--- src/rtl/fp_pkg.sv ---
// Shared types and FP32 constants for the multiplier normalise/round stage.
package fp_pkg;

  // Operand special class as produced by the multiplier core.
  typedef enum logic [1:0] {
    FP_NORM = 2'b00,
    FP_ZERO = 2'b01,
    FP_INF  = 2'b10,
    FP_NAN  = 2'b11
  } fp_class_e;

  // Bit positions inside the 4-bit flag vector.
  localparam int unsigned FLAG_INVALID   = 3;
  localparam int unsigned FLAG_OVERFLOW  = 2;
  localparam int unsigned FLAG_UNDERFLOW = 1;
  localparam int unsigned FLAG_INEXACT   = 0;

  // FP32 encoding constants.
  localparam int          BIAS    = 127;
  localparam int          EXP_MAX = 255;
  localparam logic [31:0] QNAN    = 32'h7FC0_0000;
  localparam logic [30:0] INF_MAG = {8'hFF, 23'h0};

endpackage

--- src/rtl/fp_round_rne.sv ---
// Combinational round-to-nearest-even plus exponent range and class handling.
module fp_round_rne
  import fp_pkg::*;
#(
  parameter int unsigned ExpW = 11,
  parameter logic [31:0] Qnan = 32'h7FC0_0000
) (
  input  logic [23:0]            m_i,
  input  logic                   g_i,
  input  logic                   s_i,
  input  logic signed [ExpW-1:0] e_i,
  input  logic                   sign_i,
  input  fp_class_e              cls_i,
  output logic [31:0]            result_o,
  output logic [3:0]             flags_o
);

  localparam logic signed [ExpW-1:0] EMax  = ExpW'(EXP_MAX);
  localparam logic signed [ExpW-1:0] EZero = '0;

  logic                   round_up;
  logic [24:0]            mr;
  logic [22:0]            frac;
  logic signed [ExpW-1:0] e_adj;
  logic                   inexact;

  // Round, renormalise on mantissa carry-out, then apply range and class overrides.
  always_comb begin
    round_up = g_i & (s_i | m_i[0]);
    mr       = {1'b0, m_i} + {24'h0, round_up};
    frac     = mr[24] ? mr[23:1] : mr[22:0];
    e_adj    = e_i + $signed({{(ExpW-1){1'b0}}, mr[24]});
    inexact  = g_i | s_i;

    result_o = {sign_i, e_adj[7:0], frac};
    flags_o  = '0;
    flags_o[FLAG_INEXACT] = inexact;

    // Out-of-range results are never exact, so inexact is forced alongside.
    if (e_adj >= EMax) begin
      result_o = {sign_i, INF_MAG};
      flags_o  = '0;
      flags_o[FLAG_OVERFLOW] = 1'b1;
      flags_o[FLAG_INEXACT]  = 1'b1;
    end else if (e_adj <= EZero) begin
      result_o = {sign_i, 31'h0};
      flags_o  = '0;
      flags_o[FLAG_UNDERFLOW] = 1'b1;
      flags_o[FLAG_INEXACT]   = 1'b1;
    end

    unique case (cls_i)
      FP_ZERO: begin
        result_o = {sign_i, 31'h0};
        flags_o  = '0;
      end
      FP_INF: begin
        result_o = {sign_i, INF_MAG};
        flags_o  = '0;
      end
      FP_NAN: begin
        result_o = Qnan;
        flags_o  = '0;
        flags_o[FLAG_INVALID] = 1'b1;
      end
      FP_NORM: ;
    endcase
  end

endmodule

--- src/rtl/fp_mul_round.sv ---
// FP32 multiplier back end: normalise stage, round/exception stage, sticky status.
module fp_mul_round #(
  parameter int unsigned EXP_W = 10,
  parameter logic [31:0] QNAN  = 32'h7FC0_0000
) (
  input  logic             clk,
  input  logic             resetn,
  input  logic             in_valid,
  output logic             in_ready,
  input  logic             in_sign,
  input  logic [EXP_W-1:0] in_exp_sum,
  input  logic [47:0]      in_mant,
  input  logic [1:0]       in_class,
  output logic             out_valid,
  input  logic             out_ready,
  output logic [31:0]      out_result,
  output logic [3:0]       out_flags,
  output logic [3:0]       status,
  input  logic             status_clr
);
  import fp_pkg::*;

  logic en;
  logic hs;

  // Stage 1 state; exponent carries one extra bit for the normalise/round increments.
  logic                  s1_valid_q;
  logic [23:0]           s1_m_q, s1_m_d;
  logic                  s1_g_q, s1_g_d;
  logic                  s1_s_q, s1_s_d;
  logic signed [EXP_W:0] s1_e_q, s1_e_d;
  logic                  s1_sign_q;
  fp_class_e             s1_cls_q;

  // Stage 2 / output state.
  logic        out_valid_q;
  logic [31:0] out_result_q;
  logic [3:0]  out_flags_q;
  logic [31:0] rnd_result;
  logic [3:0]  rnd_flags;
  logic [3:0]  status_q, status_d;

  // Whole pipeline advances together whenever the output slot is free or draining.
  assign en       = !out_valid_q || out_ready;
  assign in_ready = en;
  assign hs       = out_valid_q && out_ready;

  // Normalise: product is in [1,4), so a single-bit shift suffices.
  always_comb begin
    if (in_mant[47]) begin
      s1_m_d = in_mant[47:24];
      s1_g_d = in_mant[23];
      s1_s_d = |in_mant[22:0];
    end else begin
      s1_m_d = in_mant[46:23];
      s1_g_d = in_mant[22];
      s1_s_d = |in_mant[21:0];
    end
    s1_e_d = $signed({in_exp_sum[EXP_W-1], in_exp_sum}) + $signed({{EXP_W{1'b0}}, in_mant[47]});
  end

  // Stage 1 register: valid follows in_valid, payload loads only on an accepted beat.
  always_ff @(posedge clk or negedge resetn) begin
    if (!resetn) begin
      s1_valid_q <= 1'b0;
      s1_m_q     <= '0;
      s1_g_q     <= 1'b0;
      s1_s_q     <= 1'b0;
      s1_e_q     <= '0;
      s1_sign_q  <= 1'b0;
      s1_cls_q   <= FP_NORM;
    end else if (en) begin
      s1_valid_q <= in_valid;
      if (in_valid) begin
        s1_m_q    <= s1_m_d;
        s1_g_q    <= s1_g_d;
        s1_s_q    <= s1_s_d;
        s1_e_q    <= s1_e_d;
        s1_sign_q <= in_sign;
        s1_cls_q  <= fp_class_e'(in_class);
      end
    end
  end

  fp_round_rne #(
    .ExpW (EXP_W + 1),
    .Qnan (QNAN)
  ) u_round (
    .m_i      (s1_m_q),
    .g_i      (s1_g_q),
    .s_i      (s1_s_q),
    .e_i      (s1_e_q),
    .sign_i   (s1_sign_q),
    .cls_i    (s1_cls_q),
    .result_o (rnd_result),
    .flags_o  (rnd_flags)
  );

  // Stage 2 register: result and flags hold while stalled or on a bubble.
  always_ff @(posedge clk or negedge resetn) begin
    if (!resetn) begin
      out_valid_q  <= 1'b0;
      out_result_q <= '0;
      out_flags_q  <= '0;
    end else if (en) begin
      out_valid_q <= s1_valid_q;
      if (s1_valid_q) begin
        out_result_q <= rnd_result;
        out_flags_q  <= rnd_flags;
      end
    end
  end

  // Sticky status: clear applies before the same-cycle handshake sets new bits.
  always_comb begin
    status_d = status_q;
    if (status_clr) status_d = '0;
    if (hs)         status_d = status_d | out_flags_q;
  end

  // Status register.
  always_ff @(posedge clk or negedge resetn) begin
    if (!resetn) status_q <= '0;
    else         status_q <= status_d;
  end

  assign out_valid  = out_valid_q;
  assign out_result = out_result_q;
  assign out_flags  = out_flags_q;
  assign status     = status_q;

endmodule

--- config.mk ---
export PLATFORM = sky130hd
export DESIGN_NAME = fp_mul_round
export DESIGN_NICKNAME = d
export VERILOG_FILES = /design/src/rtl/fp_pkg.sv /design/src/rtl/fp_round_rne.sv /design/src/rtl/fp_mul_round.sv
export SDC_FILE = /design/constraint.sdc
export NUM_CORES = 1
export LEC_CHECK = 0
export CAP_MARGIN = 20
export CORE_ASPECT_RATIO = 0.8
export CORE_MARGIN = 1.5
export CORE_UTILIZATION = 40
export CTS_BUF_LIST = sky130_fd_sc_hd__clkbuf_8
export CTS_CLUSTER_DIAMETER = 40
export DETAILED_ROUTE_END_ITERATION = 8
export PLACE_DENSITY = 0.67
export SYNTH_ARGS = -nofsm -noshare
export SYNTH_HDL_FRONTEND = slang
export SYNTH_SLANG_ARGS = --single-unit
--- constraint.sdc ---
create_clock -name clk -period 4.9 [get_ports clk]
set_input_delay 1.47 -clock clk [delete_from_list [all_inputs] [get_ports clk]]
set_output_delay 1.47 -clock clk [all_outputs]
set_load 0.1 [all_outputs]
**Word-level counts from Yosys, hierarchy flattened**

Index checks and enable logic that the tools add are counted.

- Register bits: 82
- Word-level logic and storage cells: 43

- Add/sub/neg operators: 3
- $lt $le $gt $ge: 2
- Equal/unequal tests: 3
- Muxes and demuxes: 12
- Bitwise gates (word level): 4
- Reduce and logical (&&, ||, !) cells: 8

Operators by type and width:

| operator | count |
|---|---|
| $pmux 32 s3 | 1 |
| $mux 31 | 2 |
| $add 24x1->25 | 1 |
| $mux 24 | 1 |
| $mux 23 | 1 |
| $reduce_or 23->1 | 1 |
| $reduce_or 22->1 | 1 |
| $mux 4 | 3 |
| $add 10x2->11 | 1 |
| $add 11x2->11 | 1 |
| $ge 11x9->1 const B | 1 |
| $le 11x1->1 const B | 1 |
| $pmux 4 s2 | 1 |
| $eq 2x2->1 const B | 2 |
| $or 4x4->4 | 1 |
| $reduce_and 2->1 | 2 |
| $eq 2x1->1 const B | 1 |
| $mux 1 | 2 |
| $mux 2 | 1 |
| $or 1x1->1 | 2 |
| $reduce_or 2->1 | 1 |
| $and 1x1->1 | 1 |
| $logic_and 1x1->1 | 1 |
| $logic_not 1->1 | 1 |
| $logic_or 1x1->1 | 1 |

**Depth between registers and ports, before layout**

- Depth in word-level cells: 8
- Gate-level depth with buffers: 19
- Depth with buffers taken out: 16

**Hierarchy**

From an unflattened synthesis, not the netlist that was laid out.

- Cell total of the unflattened synthesis: 464
- Area, all modules: 4,843.4 um^2

By module, submodules not included:

| module | times used | cells each | area an instance (um^2) | sequential area each (um^2) |
|---|---|---|---|---|
| fp_mul_round | 1 | 285 | 3,570.9 | 2,052.0 |
| fp_round_rne | 1 | 179 | 1,272.5 | 0.0 |

**Worst setup path before layout**

No wires, ideal clock.

- Path type: register to register
- Start: register s1_s_q
- End: register out_result_q[22] (netlist: out_result[22])
- Library setup time: 0.126 ns
- Data arrival time: 3.748 ns
- Required time: 4.774 ns
- Setup slack: 1.026 ns
- Cell stages (with the launch flop): 20
- Clock period less this slack: 3.874 ns
- Path through: dfrtp_1 > o21a_1 > ha_1 > ha_1 > nand4_4 > nor3_4 > nand3_2 > or2_2 > clkbuf_1 > inv_1 > ha_1 > ha_1 > buf_2 > nand3_1 > nor3_2 > xor2_1 > nor2_1 > and3_1 > buf_2 > a221o_1

- Longest elaborated chain between the ends: 8
- Elaborated cells on any way between the ends: 10

Ends and longest elaborated chain:

| item | line | RTL |
|---|---|---|
| start: declaration | fp_mul_round.sv:30 | `logic s1_s_q, s1_s_d;` |
| start signal: assignment | fp_mul_round.sv:77 | `s1_s_q <= s1_s_d;` |
| $or 1x1->1 * | fp_round_rne.sv:29 | `round_up = g_i & (s_i \| m_i[0]);` |
| $and 1x1->1 * | fp_round_rne.sv:29 |  |
| $add 24x1->25 * | fp_round_rne.sv:30 | `mr = {1'b0, m_i} + {24'h0, round_up};` |
| $add 11x2->11 | fp_round_rne.sv:32 | `e_adj = e_i + $signed({{(ExpW-1){1'b0}}, mr[24]});` |
| $le 11x1->1 | fp_round_rne.sv:45 | `end else if (e_adj <= EZero) begin` |
| $mux 31 | fp_round_rne.sv:45 |  |
| $mux 31 * | fp_round_rne.sv:40 | `if (e_adj >= EMax) begin` |
| $pmux 32 s3 * | fp_round_rne.sv:52 | `unique case (cls_i)` |
| end signal: assignment | fp_mul_round.sv:108 | `out_result_q <= rnd_result;` |
| end: declaration | fp_mul_round.sv:37 | `logic [31:0] out_result_q;` |

Every way passes the cells marked *; elsewhere a longest branch is shown, timed or not.
A chain may end at the register's enable or synchronous reset.

**Final worst setup path**

- Start: register s1_s_q
- End: register out_result_q[24] (netlist: out_result[24])

- Longest elaborated chain between the ends: 8
- Elaborated cells on any way between the ends: 9

Ends and longest elaborated chain:

| item | line |
|---|---|
| $or 1x1->1 * | fp_round_rne.sv:29 |
| $and 1x1->1 * | fp_round_rne.sv:29 |
| $add 24x1->25 * | fp_round_rne.sv:30 |
| $add 11x2->11 * | fp_round_rne.sv:32 |
| $le 11x1->1 | fp_round_rne.sv:45 |
| $mux 31 | fp_round_rne.sv:45 |
| $mux 31 * | fp_round_rne.sv:40 |
| $pmux 32 s3 * | fp_round_rne.sv:52 |

Marked as above.

==> reports/metrics.csv <==
stage,metric,value,unit
run_status,status,"complete, no violations",
grt,initial antenna violation count,0,
detailed_routing,Routed Antenna Nets,0,
clocking,CTS Buf Count,9,
synth,post-synth cell types,59,
synth,Gate Count Post-Synth,459,
synth,Post-synth ARST share,100,%
cells_and_area,Final Util,53.6,%
hold_path,HP Class,flop to flop,
cells_and_area,post-route cell area,0.00581,mm2
detailed_routing,via count,3660,
sta,setup tns final,0,ns
power,Clock power frac,20.8,%
clocking,total clock sinks,82,
sta,Slew HR,33.9,%
grt,Congestion Overflow GR,0,
setup_path,"Arr. time, crit path",4.62,ns
sta,worst-case hold slack,0.480,ns
synth,Post-Syn Area,0.00444,mm2
cells_and_area,# nets final,628,
detailed_routing,routed len/inst,15.1,um
synth,"EDFF count, synth",0,
power,switch share,43.7,%
synth,synth warn,0,
cells_and_area,"Area growth, synth to finish",30.8,%
hold_path,worst hold endpoint,out_result[31],
cells_and_area,fill cell count,1011,
clocking,"CTS clk-pin slew, worst paths",0.09,ns
clocking,CTS tree,yes,
setup_path,Crit Path Max Fanout,11,
synth,post-synth top area cell,dfrtp_1,
synth,Mean Syn Cell Area,9.68,um2
synth,Synth Register Bits,82,
sta,RSZ-0062 raised after global routing,false,
placed_design,port buffer count,107,
placed_design,RePlAce Congestion,0.881,
sta,min Tclk post-route,4.33,ns
detailed_routing,vias per inst,5.19,
sta,Tightest Pin Transition,0.988,ns
setup_path,"setup slack, reg-to-reg",0.57,ns
clocking,hold_buf cts,0,
setup_path,Required @ worst endpoint,5.19,ns
cells_and_area,fin cells,705,
sta,period utilization,88.3,%
power,Max VDD drop,0.139,mV
floorplan,Die X,121,um
synth,syn nets,531,
clocking,Max clock buf depth,2,
cells_and_area,Ant. Diodes,0,
detailed_routing,Residual DRC,0,
setup_path,r2r endpoint,out_result[24],
synth,sequential cell area fraction in the yosys report,46.2,%
detailed_routing,1st-pass router iterations,4,
floorplan,Initial Utilization,41.0,%
setup_path,CP startpoint kind,flop,
floorplan,Die H,97.3,um
hold_path,Hold Path Origin,out_result[31],
placed_design,placed insts,688,
floorplan,die area,0.0118,mm2
floorplan,std cell rows,34,
clocking,clk root buf,clkbuf_8,
grt,total track usage,19.0,%
synth,Synth area leaders,"dfrtp_1 (46%), o21ai_0 (6.8%), nand2_1 (6.4%)",
synth,Most used DFF post-synth,dfrtp_1,
setup_path,Crit. End Element,flop,
setup_path,CP Class,flop to flop,
placed_design,post-place instance area,0.00561,mm2
power,Pleak,0.00249,uW
power,Reg power frac,40.9,%
clocking,clk_lat worst skew,0.35,ns
floorplan,Boundary Pins,108,
clocking,# Post-CTS Setup Buffers,0,
sta,Setup Viol. Count Final,0,
sta,Fmax achieved,231,MHz
grt,first-pass GRT wire length,17800,um
clocking,H-tree depth,3,
grt,pin count of the biggest net entering global routing,83,
synth,Synth top area share,46.2,%
placed_design,HPWL after detailed placement,8300,um
cells_and_area,share of cells above drive strength 1,10.2,%
grt,vias in the first global route,3513,
setup_path,R2R cell count,16,
sta,Fin. Hold Viols,0,
flow_run,Max-Cap Viols,0,
sta,Max Transition Viols Final,0,
floorplan,Core Area,0.0108,mm2
detailed_routing,DRT iter0 DRCs,235,
hold_path,Hold Path Stages,2,
clocking,CTS resizes,0,
detailed_routing,drt total wl,10600,um
setup_path,Reg2Reg Launch Point,s1_s_q,
power,NetSw,970,uW
sta,skew final,0.00702,ns
power,internal power,1250,uW
power,Combinational Power Share,38.3,%
power,Cell Pwr Density,382,mW/mm2
[metal layers]
metal / wire length, um / global-route usage (%) / vias to the layer above / part of all wire (%)
met2: 4400 / 27.6 / 119 / 41
li1: - / - / 1832 / -
met3: 551 / 3.29 / 16 / 5.2
met1: 5550 / 29.3 / 1693 / 52
met4: 147 / 5.07 / 0 / 1.4
met5: 0 / 0 / - / 0
[metrics by stage]
| step | total power [uW] | setup slack [ns] |
|---|---|---|
| 2_1_floorplan | 1510 | 1.03 |
| 3_5_place_dp | 1770 | 0.584 |
| 5_1_grt | 2330 | 0.254 |
| 3_3_place_gp | 1760 | 0.785 |
| 4_1_cts | 2240 | 0.580 |
| 6_report | 2220 | 0.573 |
[power by group through the flow]
stage | clock network (uW) | registers (uW) | logic, uW
finish | 462 | 910 | 851
global route | 503 | 929 | 903
CTS | 474 | 908 | 854
detailed placement | 0 | 922 | 853
global placement | 0 | 917 | 846
floorplan | 0 | 1240 | 265
[area by class of cell]
type	instances	area (um2)	area share (%)
Sequential cell	82	2050	35.3
Multi-Input combinational cell	343	2240	38.5
Timing Repair Buffer	111	1120	19.3
Clock buffer	10	138	2.37
Inverter	9	33.8	0.581
Clock inverter	6	50.0	0.861
Tap cell	144	180	3.10
[logic make-up (layout without fill, tap and decap cells)]
family	after synthesis	after routing	synth area share, %
adders and majority gates	6	6	1.69
muxes	31	31	7.15
buffers and inverters	34	136	3.49
DFF	82	82	46.2
and+or+nand+nor	166	166	19.0
AOI/OAI and AO/OA	108	108	16.2
xor gates and xnor gates	32	32	6.31
[cell usage in the layout, fill, tap and decap left out, drive strengths merged, types with 8 or more instances in the layout]
| cell type | instances |
|---|---|
| nand4 | 8 |
| a22o | 10 |
| xnor2 | 15 |
| nor3 | 8 |
| nor2 | 21 |
| nand3 | 22 |
| nand2 | 76 |
| clkdlybuf4s50 | 105 |
| dfrtp | 82 |
| clkbuf | 10 |
| and3 | 9 |
| inv | 11 |
| xor2 | 17 |
| o21ai | 60 |
| mux2i | 25 |
[worst max-delay path, stage by stage, from the launching register on]
cell,delay [ns]
dfrtp_1,0.40
o21a_1,0.14
ha_1,0.18
ha_1,0.28
nand4_4,0.15
nor3_4,0.30
nand3_2,0.15
or2_2,0.36
inv_1,0.07
ha_1,0.22
ha_1,0.38
nand3_1,0.13
nor3_2,0.24
xor2_1,0.18
or2_2,0.35
o21ai_0,0.49
o22a_1,0.24
[Yosys cell counts (all sizes together) (2+ instances only)]
library cell / n
a211oi: 2
a21o: 5
a21oi: 6
a22o: 10
a31oi: 2
a32o: 2
and2: 2
and3: 9
and4: 4
buf: 12
clkbuf: 13
dfrtp: 82
ha: 6
inv: 9
mux2: 6
mux2i: 25
nand2: 76
nand3: 22
nand4: 8
nor2: 21
nor3: 8
nor4: 5
o211a: 2
o21a: 2
o21ai: 60
o22a: 5
or2: 5
or3: 2
xnor2: 15
xor2: 17
[how the worst max path moves through the flow]
stage,start,depth (start not counted),slack [ns],endpoint
after floorplan,s1_s_q,19,1.03,out_result[22]
after global placement,s1_s_q,16,0.79,out_result[23]
after detailed placement,s1_s_q,16,0.58,out_result[27]
after CTS,s1_s_q,16,0.58,out_result[24]
after global routing,s1_s_q,16,0.25,out_result[23]
final,s1_s_q,16,0.57,out_result[24]
[registers in the layout (all words and copies together) (netlist names)]
register,count
s1_e_q,11
status,4
s1_valid_q,1
s1_m_q,24
s1_sign_q,1
out_flags,4
out_valid,1
s1_g_q,1
s1_s_q,1
out_result,32
s1_cls_q,2
(Power assumes the default switching activity.)
==> patch: new RTL, config.mk and constraints unchanged <==
Register the output `out_flags` once more, without a reset; this adds one clock of latency there. The other outputs are not delayed to match.
--- a/src/rtl/fp_mul_round.sv
+++ b/src/rtl/fp_mul_round.sv
@@ -126,7 +126,9 @@
 
   assign out_valid  = out_valid_q;
   assign out_result = out_result_q;
-  assign out_flags  = out_flags_q;
+  always_ff @(posedge clk) begin
+    out_flags <= out_flags_q;
+  end
   assign status     = status_q;
 
 endmodule
Check against the original RTL: not equivalent (Yosys sat finds a counterexample within 4 cycles, from zero or initial values and one cycle with resetn low).
==> patch against the original RTL <==
Routed wire length grew 2.0%. Power rose by 3.5%. Final area increased by 3.7%. Sequential cell count up 4. Area after synthesis rose by 5.4%. Setup slack better by 0.0038 ns. Sequential share of layout area grew 0.053 points. Critical path type unchanged. Critical endpoint is now out_result[15]. Largest cell class unchanged. Largest power group unchanged. Highest routed layer unchanged.
==> patch: results (changes against the original RTL) <==
Run status
  • Status: finished clean

Yosys
  • Synth Area per Inst: 9.71 um^2 (+0.32%)
  • Ranking of synthesized cells by area: dfrtp_1, nand2_1, o21ai_0
  • Post-Syn Nets: 554 (+4.3%)
  • Seq/Total Area, Yosys: 45.5% (-0.63 points)
  • Post-synth top flop: dfrtp_1
  • Synth async-reset ratio: 95.3% (-4.7 points)
  • Synth cell types: 52 (-12%)
  • Top post-synthesis cells by count: dfrtp_1, nand2_1, o21ai_0
  • Yosys top cell area share: 43.8% (-2.3 points)

STA
  • Worst hold margin: 0.410 ns (-0.0696 ns)
  • Final hold viol count: 0 (unchanged)
  • Min Tclk post-route: 4.32 ns (-0.00382 ns)
  • Worst clock skew: 0.0123 ns (+0.00528 ns)

Detailed routing
  • DR iter-0 viols: 173 (-26%)
  • Final wirelength: 10,900 um (+2.0%)
  • Vias after detailed routing: 3,785 (+3.4%)
  • Pre-antenna DRT Iters: 5 (+1)

Global routing
  • Number of global-route vias before repair: 3,653 (+4.0%)
  • Initial antenna violation count: 0 (unchanged)
  • First-pass GRT wire length: 18,000 um (+1.1%)
  • GRT Total Usage: 18.4% (-0.64 points)

Pwr
  • Lkg Pwr: 2.49 nW (about the same)
  • Max rail drop VDD: 0.194 mV (+40%)

Clock network
  • Clk buf depth: 2 (unchanged)
  • Clk_lat worst skew: 0.34 ns

Placed design
  • Dpl cells: 713 (+3.6%)
  • Post-place setup slack: 0.673 ns (+0.0892 ns)
  • GP Congestion: 0.948 (+7.6%)
  • Final HPWL DP: 8350 um (+0.65%)

Cells and area
  • Layout Cells excl Fill: 730 (+3.5%)
  • Share of post-route cells with drive strength above 1: 9.11% (-1.1 points)

Setup path
  • Crit Path Max Fanout: 12 (+1)
  • CP Data Arrival Time: 4.57 ns (-0.05 ns)
==> patch: changes by cell type after synthesis, sizes merged, moves of 5 or more <==
cell | before | now
a22o | 10 | 0
a21oi | 6 | 15
xnor2 | 15 | 20
xor2 | 17 | 12
nand2 | 76 | 81
nor2 | 21 | 15
o31ai | 1 | 13
==> patch: layer usage <==
layer	vias up	wire length (um)	track usage, %
met4	0	85	4.28
met5	-	0	0
met2	119	4680	27.1
li1	1902	-	-
met3	6	584	3.44
met1	1758	5510	28.0
==> patch: power groups by stage <==
| stage | registers [mW] | logic [mW] | clock network [mW] |
|---|---|---|---|
| detailed placement | 0.967 | 0.886 | 0 |
| floorplan | 1.30 | 0.298 | 0 |
| finish | 0.954 | 0.886 | 0.461 |
| global route | 0.972 | 0.943 | 0.513 |
| CTS | 0.953 | 0.888 | 0.474 |
| global placement | 0.961 | 0.878 | 0 |
==> patch: final timing paths <==
| kind | startpoint | end | cells after the start |
|---|---|---|---|
| hold / removal | out_flags_q[3] | out_flags[3] | 0 |
| setup / recovery | s1_g_q | out_result[15] | 14 |
| hold reg to reg | out_flags_q[3] | out_flags[3] | 0 |
| setup reg to reg | s1_g_q | out_result[15] | 14 |
| max in group asynchronous | resetn | out_result[14] | 2 |
| min in group asynchronous | resetn | out_result[21] | 1 |
==> patch: critical path, cell delays in order, from the launching register on <==
cell and delay [ns]:
dfrtp_1 0.39, o21a_1 0.13, ha_1 0.18, ha_1 0.21, and4_1 0.35, nand4_2 0.20
nor3_4 0.32, ha_1 0.31, ha_1 0.45, nand4_1 0.20, a211o_1 0.30, o21ai_4 0.22
o41a_4 0.26, nand4_2 0.34, o31ai_2 0.36
==> patch: final cells by class <==
type	instances	area, um^2
Fill cell	1057	5440
Multi-Input combinational cell	354	2340
Sequential cell	86	2130
Timing Repair Buffer	113	1140
Tap cell	148	185
Clock buffer	11	151
Inverter	13	48.8
Clock inverter	5	35.0
==> patch: cell families (layout without fill, tap and decap cells) <==
logic type      after synthesis  count (layout)  share of synthesized area [%]
mux                          32              32                           7.00
compound gates              114             114                           17.2
xor+xnor                     32              32                           5.99
flops                        86              86                           45.5
buf+inv                      42             142                           4.46
fa+ha+maj                     6               6                           1.60
simple gates                170             170                           18.2
